`config.mk`:
```
export PLATFORM = sky130hd
export DESIGN_NAME = icache_responder
export DESIGN_NICKNAME = d
export VERILOG_FILES = /design/src/rtl/icache_pkg.sv /design/src/rtl/icache_line_store.sv /design/src/rtl/icache_responder.sv
export SDC_FILE = /design/constraint.sdc
export NUM_CORES = 2
export LEC_CHECK = 0
export BUFFER_PORTS_ARGS = -buffer_cell sky130_fd_sc_hd__buf_2
export CAP_MARGIN = 10
export CORE_MARGIN = 3
export CORE_UTILIZATION = 39
export DETAILED_ROUTE_END_ITERATION = 10
export PLACE_DENSITY = 0.66
export RECOVER_POWER = 50
export SLEW_MARGIN = 20
export SYNTH_ARGS = -nofsm -noshare
export SYNTH_HDL_FRONTEND = slang
export SYNTH_SLANG_ARGS = --single-unit
export TNS_END_PERCENT = 30
```
`constraint.sdc`:
```
create_clock -name clk -period 5.1 [get_ports clk]
set_input_delay 0.51 -clock clk [delete_from_list [all_inputs] [get_ports clk]]
set_output_delay 0.51 -clock clk [all_outputs]
set_load 0.02 [all_outputs]
```
`src/rtl/icache_pkg.sv`:
```
// Shared types and address-split helpers for the instruction-side responder.
package icache_pkg;

  typedef enum logic [1:0] {IDLE, MREQ, MWAIT, RESP} state_e;

  localparam logic [31:0] NOP = 32'h0000_0013;

  function automatic int off_w(input int words);
    return $clog2(words) + 2;
  endfunction

  function automatic int idx_w(input int lines);
    return $clog2(lines);
  endfunction

  function automatic int tag_w(input int addr_w, input int lines, input int words);
    return addr_w - idx_w(lines) - off_w(words);
  endfunction

endpackage

```
`src/rtl/icache_line_store.sv`:
```
// Direct-mapped line storage: word array with registered read, tag array and
// per-line valid bits that can be cleared in one cycle.
module icache_line_store
  import icache_pkg::*;
#(
  parameter int LINES = 16,
  parameter int WORDS = 4,
  parameter int TAG_W = 24,
  parameter int IDX_W = $clog2(LINES),
  parameter int WRD_W = $clog2(WORDS)
) (
  input  logic             clk,
  input  logic             rst,
  input  logic [IDX_W-1:0] lk_index,
  output logic             lk_valid,
  output logic [TAG_W-1:0] lk_tag,
  input  logic             rd_en,
  input  logic [IDX_W-1:0] rd_index,
  input  logic [WRD_W-1:0] rd_word,
  output logic [31:0]      rd_data,
  input  logic             wr_en,
  input  logic [IDX_W-1:0] wr_index,
  input  logic [WRD_W-1:0] wr_word,
  input  logic [31:0]      wr_data,
  input  logic             tag_wr_en,
  input  logic [TAG_W-1:0] tag_wr,
  input  logic             clr_all
);

  logic [31:0]      data_mem [LINES*WORDS];
  logic [TAG_W-1:0] tag_mem  [LINES];
  logic [LINES-1:0] valid;

  assign lk_valid = valid[lk_index];
  assign lk_tag   = tag_mem[lk_index];

  always_ff @(posedge clk) begin
    if (wr_en)     data_mem[{wr_index, wr_word}] <= wr_data;
    if (tag_wr_en) tag_mem[wr_index] <= tag_wr;
    if (rd_en)     rd_data <= data_mem[{rd_index, rd_word}];
  end

  always_ff @(posedge clk or negedge rst) begin
    if (!rst)           valid <= '0;
    else if (clr_all)   valid <= '0;
    else if (tag_wr_en) valid[wr_index] <= 1'b1;
  end

endmodule

```
`src/rtl/icache_responder.sv`:
```
// Read-only direct-mapped instruction responder: one-cycle hits, line refill
// over a request/beat handshake on misses, flush and fence.i handling.
module icache_responder
  import icache_pkg::*;
#(
  parameter int ADDR_W = 32,
  parameter int LINES  = 16,
  parameter int WORDS  = 4
) (
  input  logic              clk,
  input  logic              rst,
  input  logic              req_valid,
  input  logic [ADDR_W-1:0] req_addr,
  output logic              req_ready,
  input  logic              flush,
  input  logic              inval,
  output logic              resp_valid,
  output logic [31:0]       resp_instr,
  output logic [ADDR_W-1:0] resp_addr,
  output logic              resp_err,
  output logic              mem_req_valid,
  output logic [ADDR_W-1:0] mem_req_addr,
  input  logic              mem_req_ready,
  input  logic              mem_resp_valid,
  input  logic [31:0]       mem_resp_data
);

  localparam int IDX_W = idx_w(LINES);
  localparam int WRD_W = $clog2(WORDS);
  localparam int OFF_W = off_w(WORDS);
  localparam int TAG_W = tag_w(ADDR_W, LINES, WORDS);
  localparam logic [WRD_W-1:0] LAST_BEAT = WRD_W'(WORDS - 1);

  state_e            state;
  logic [ADDR_W-1:0] pend_addr;
  logic [WRD_W-1:0]  beat_cnt;
  logic              flushed;
  logic              inval_pend;
  logic              resp_valid_p1;
  logic              use_rd_p1;

  logic             lk_valid, rd_en, wr_en, tag_wr_en, clr_all;
  logic [TAG_W-1:0] lk_tag;
  logic [IDX_W-1:0] rd_index;
  logic [WRD_W-1:0] rd_word;
  logic [31:0]      rd_data;

  logic [IDX_W-1:0] req_idx, pend_idx;
  logic [WRD_W-1:0] req_word, pend_word;
  logic [TAG_W-1:0] req_tag, pend_tag;
  logic             accept, misaligned, hit;

  assign req_idx   = req_addr[OFF_W +: IDX_W];
  assign req_word  = req_addr[2 +: WRD_W];
  assign req_tag   = req_addr[ADDR_W-1 -: TAG_W];
  assign pend_idx  = pend_addr[OFF_W +: IDX_W];
  assign pend_word = pend_addr[2 +: WRD_W];
  assign pend_tag  = pend_addr[ADDR_W-1 -: TAG_W];

  assign accept     = req_valid && req_ready && (state == IDLE);
  assign misaligned = (req_addr[1:0] != 2'b00);
  // A same-cycle inval clears the array first, so the lookup must miss.
  assign hit        = lk_valid && (lk_tag == req_tag) && !inval;

  assign wr_en     = (state == MWAIT) && mem_resp_valid;
  assign tag_wr_en = wr_en && (beat_cnt == LAST_BEAT);
  assign clr_all   = ((state == IDLE) && inval) ||
                     ((state == RESP) && (inval_pend || inval));

  always_comb begin
    rd_en    = 1'b0;
    rd_index = req_idx;
    rd_word  = req_word;
    if (accept && !misaligned && hit) rd_en = 1'b1;
    if (state == RESP) begin
      rd_en    = 1'b1;
      rd_index = pend_idx;
      rd_word  = pend_word;
    end
  end

  icache_line_store #(
    .LINES(LINES), .WORDS(WORDS), .TAG_W(TAG_W), .IDX_W(IDX_W), .WRD_W(WRD_W)
  ) u_store (
    .clk(clk), .rst(rst),
    .lk_index(req_idx), .lk_valid(lk_valid), .lk_tag(lk_tag),
    .rd_en(rd_en), .rd_index(rd_index), .rd_word(rd_word), .rd_data(rd_data),
    .wr_en(wr_en), .wr_index(pend_idx), .wr_word(beat_cnt), .wr_data(mem_resp_data),
    .tag_wr_en(tag_wr_en), .tag_wr(pend_tag), .clr_all(clr_all)
  );

  always_ff @(posedge clk) begin
    if (accept) pend_addr <= req_addr;
  end

  always_ff @(posedge clk or negedge rst) begin
    if (!rst) begin
      state         <= IDLE;
      req_ready     <= 1'b0;
      resp_valid_p1 <= 1'b0;
      use_rd_p1     <= 1'b0;
      resp_addr     <= '0;
      resp_err      <= 1'b0;
      mem_req_valid <= 1'b0;
      mem_req_addr  <= '0;
      beat_cnt      <= '0;
      flushed       <= 1'b0;
      inval_pend    <= 1'b0;
    end else begin
      resp_valid_p1 <= 1'b0;
      if (state != IDLE && flush) flushed    <= 1'b1;
      if (state != IDLE && inval) inval_pend <= 1'b1;
      case (state)
        IDLE: begin
          req_ready  <= 1'b1;
          inval_pend <= 1'b0;
          if (accept) begin
            flushed <= 1'b0;
            if (misaligned || hit) begin
              resp_valid_p1 <= 1'b1;
              resp_err      <= misaligned;
              use_rd_p1     <= !misaligned;
              resp_addr     <= req_addr;
            end else begin
              mem_req_valid <= 1'b1;
              mem_req_addr  <= {req_addr[ADDR_W-1:OFF_W], {OFF_W{1'b0}}};
              req_ready     <= 1'b0;
              state         <= MREQ;
            end
          end
        end
        MREQ: begin
          if (mem_req_ready) begin
            mem_req_valid <= 1'b0;
            beat_cnt      <= '0;
            state         <= MWAIT;
          end
        end
        MWAIT: begin
          if (mem_resp_valid) begin
            beat_cnt <= beat_cnt + WRD_W'(1);
            if (beat_cnt == LAST_BEAT) state <= RESP;
          end
        end
        RESP: begin
          if (!(flushed || flush)) begin
            resp_valid_p1 <= 1'b1;
            resp_err      <= 1'b0;
            use_rd_p1     <= 1'b1;
            resp_addr     <= pend_addr;
          end
          flushed    <= 1'b0;
          inval_pend <= 1'b0;
          req_ready  <= 1'b1;
          state      <= IDLE;
        end
        default: state <= IDLE;
      endcase
    end
  end

  // Response stage: a redirect in the response cycle squashes the older answer.
  assign resp_valid = resp_valid_p1 && !flush;
  assign resp_instr = use_rd_p1 ? rd_data : NOP;

endmodule

```
==> metrics.txt <==
cell taking the most area after synthesis sky130_fd_sc_hd__edfxtp_1; leakage power total 0.0359 uW; Netlist cell types 70; portion of synthesized cell area occupied by the leading cell type 75.0%; time the final worst path needs with I/O delays and setup 4.32 ns; area growth from synthesis to layout 14.8%; cells taking the most area after synthesis sky130_fd_sc_hd__edfxtp_1, sky130_fd_sc_hd__mux4_2, sky130_fd_sc_hd__dfrtp_1; share of flip-flops with an asynchronous set or reset after synthesis 3.37%; Warnings, synthesis 0; area of the die 263000 um^2; number of flops mapped to enable cells by yosys 2496; placement-stage cell area 107000 um^2; total number of nets in the final design 5223; startpoint of the lowest-slack register-to-register path state[0]$_DFFE_PN0P_; Sinks on Clock Net 2583; placed wire-length estimate after detailed placement 147000 um; Final setup viols 0; cell area after technology mapping 100000 um^2; terminating pin of the worst hold path mem_req_addr[6]$_DFFE_PN0P_; most common cell in the synthesized netlist sky130_fd_sc_hd__edfxtp_1; result of the run complete, but fails checks; register bit total from synthesis 2583; gpl congestion 0.835; share of post-route cells with drive strength above 1 25.4%; violation count after the first detailed-route iteration 6172; max-cap violation count 33; clock root buffer sky130_fd_sc_hd__clkbuf_16; WL/cell 29.3 um; pin count of the biggest net entering global routing 104; sort of element at the end of the critical path flop; type of the worst min-delay path input pin to flop; Placeable Area 255000 um^2; remaining design rule violation count 0; Via-to-Cell Ratio 5.81; CTS Hold Bufs 32; setup slack of the worst register-to-register path 1.00 ns; number of fill cells in the layout 21100; horizontal extent of the die 512 um; insertion delay of the later-clocked pin in the worst-skew pair 0.89 ns; Critical Path Start Type input pin; leading register cell type out of synthesis sky130_fd_sc_hd__edfxtp_1; overall via count from detail_route 50600; final slew viol count 2118; I/O Buffers 166; violated checks max-capacitance violations, max-slew violations; Final Hold Viols 0; Crit path required time 5.65 ns; clock input transition at the sequential cells of the worst setup and hold paths 0.06 ns; post-cts resize count 0; Total Power Consumption 53100 uW; Worst-Margin Slew 3.71 ns; post-route fraction of the period consumed by the critical path 84.7%; start point of the worst min-delay path req_addr[6]; sequential fraction of the synthesis area 77.1%; I/O pin total 171; number of global-route vias before repair 51100; final clock skew 0.0873 ns; crit path DAT 4.87 ns; top cell types by occurrence after synthesis sky130_fd_sc_hd__edfxtp_1, sky130_fd_sc_hd__mux4_2, sky130_fd_sc_hd__nand2_1, sky130_fd_sc_hd__clkbuf_1, sky130_fd_sc_hd__a211oi_1; number of CTS-inserted buffers 235; class of the most critical setup path input pin to flop; GRT Total Usage 19.2%; sum of negative setup slack 0 ns; count of nets left with antenna violations after detail routing 0; setup repair after global routing missed its margin false; maximum fanout encountered on the critical timing path 32; router iterations before antenna repair 6; row count 185; Die Ht 512 um; worst rel slew slack -147%; global-route wire length before repair 369000 um; average cell area after synthesis 21.0 um^2; antenna violations before repair 13; Setup Buffers After CTS 0; Finished Cell Area 115000 um^2; detailed-route wire length 255000 um; VDD IR-drop max 0.000355 V; r2r worst-path depth 10; initial standard-cell utilization of the core 39.3%; clock tree from TritonCTS yes; overflow left after global routing 0; Hold Path Stages 2; maximum root-to-sink buffer count 3; power density relative to cell area 463 nW/um^2; worst r2r dst u_store.rd_data[8]$_DFFE_PP_; highest achievable clock rate 0.232 GHz; Syn Inst Count 4765; Clock H-tree levels 4
## flip-flops by register name, summed over array words and instances, names as in the netlist
name	flops
beat_cnt	2
flushed	1
inval_pend	1
mem_req_addr	28
mem_req_valid	1
pend_addr	32
req_ready	1
resp_addr	32
resp_err	1
resp_valid_p1	1
state	2
u_store.data_mem	2048
u_store.rd_data	32
u_store.tag_mem	384
u_store.valid	16
use_rd_p1	1
## metrics by stage
stage	utilization (%)	setup slack [ns]	std cells	hold WS, ns
6_report	45.1	0.782	8721	0.0714
3_5_place_dp	42.0	0.539	8243	0.477
2_1_floorplan	-	1.50	4768	0.214
3_3_place_gp	41.9	0.528	8237	0.464
5_1_grt	45.1	0.749	8719	0.0510
4_1_cts	45.1	0.962	8716	0.0155
## area by class of cell
cell class	count	area [um^2]	share of cell area (%)
Antenna cell	4	10.0	0.00872
Timing Repair Buffer	429	3340	2.91
Clock buffer	287	6210	5.41
Sequential cell	2583	77100	67.2
Clock inverter	154	1520	1.32
Multi-Input combinational cell	1883	22300	19.4
Tap cell	3366	4210	3.67
Inverter	15	56.3	0.0491
## cell usage in the layout, fill, tap and decap left out, drive strengths merged, types with 6 or more instances in the layout
master / count
inv: 24
a211oi: 160
nand2b: 7
a22oi: 17
a22o: 7
xnor2: 17
dlygate4sd3: 32
mux4: 583
o21ai: 16
mux2i: 88
mux2: 90
nand3: 18
xor2: 15
or3: 6
clkinv: 113
a311oi: 65
dfrtp: 87
and2: 157
nor2: 88
o21a: 17
a21oi: 76
clkinvlp: 11
clkbuf: 416
a221oi: 8
a31oi: 64
nor3: 9
buf: 268
edfxtp: 2496
bufinv: 21
nor2b: 12
nand2: 291
## kinds of logic after synthesis
logic type | share of synthesized area [%]
compound gates | 3.32
buf+inv | 1.27
flops | 77.1
other cells | 0.00375
fa+ha+maj | 0.0626
simple gates | 2.90
mux | 15.0
xor+xnor | 0.280
## worst max-delay path, stage by stage
cell	delay [ns]
sky130_fd_sc_hd__buf_2	0.22
sky130_fd_sc_hd__clkbuf_1	1.08
sky130_fd_sc_hd__buf_4	0.45
sky130_fd_sc_hd__mux2i_1	0.59
sky130_fd_sc_hd__nor2b_1	0.23
sky130_fd_sc_hd__o221ai_1	0.15
sky130_fd_sc_hd__nand2_1	0.18
sky130_fd_sc_hd__nand4_1	0.20
sky130_fd_sc_hd__nor4_1	0.55
sky130_fd_sc_hd__a31o_2	0.33
sky130_fd_sc_hd__buf_12	0.25
## layer usage
layer,up-vias,track usage (%),share of wire [%]
met4,2,5.26,2.7
met2,2648,30.7,48
met1,27000,27.2,40
met5,-,0,0.0039
met3,397,3.71,9.4
li1,20600,-,-
## how the worst max path moves through the flow
stage,from,end,depth (start not counted)
floorplan,state[0]$_DFFE_PN0P_,u_store.rd_data[23]$_DFFE_PP_,12
detailed placement,req_addr[4],u_store.rd_data[5]$_DFFE_PP_,9
finish,req_addr[6],u_store.rd_data[4]$_DFFE_PP_,11
global placement,req_addr[4],u_store.rd_data[1]$_DFFE_PP_,9
CTS,state[0]$_DFFE_PN0P_,u_store.rd_data[12]$_DFFE_PP_,10
global route,state[0]$_DFFE_PN0P_,u_store.rd_data[0]$_DFFE_PP_,10
## report_power, final
group / total, uW / internal (uW) / switching [uW]
sequential: 24700 / 24200 / 496
clock: 17600 / 9760 / 7840
combinational: 10800 / 4220 / 6600
Note: power is estimated with default switching activity, not from simulation.
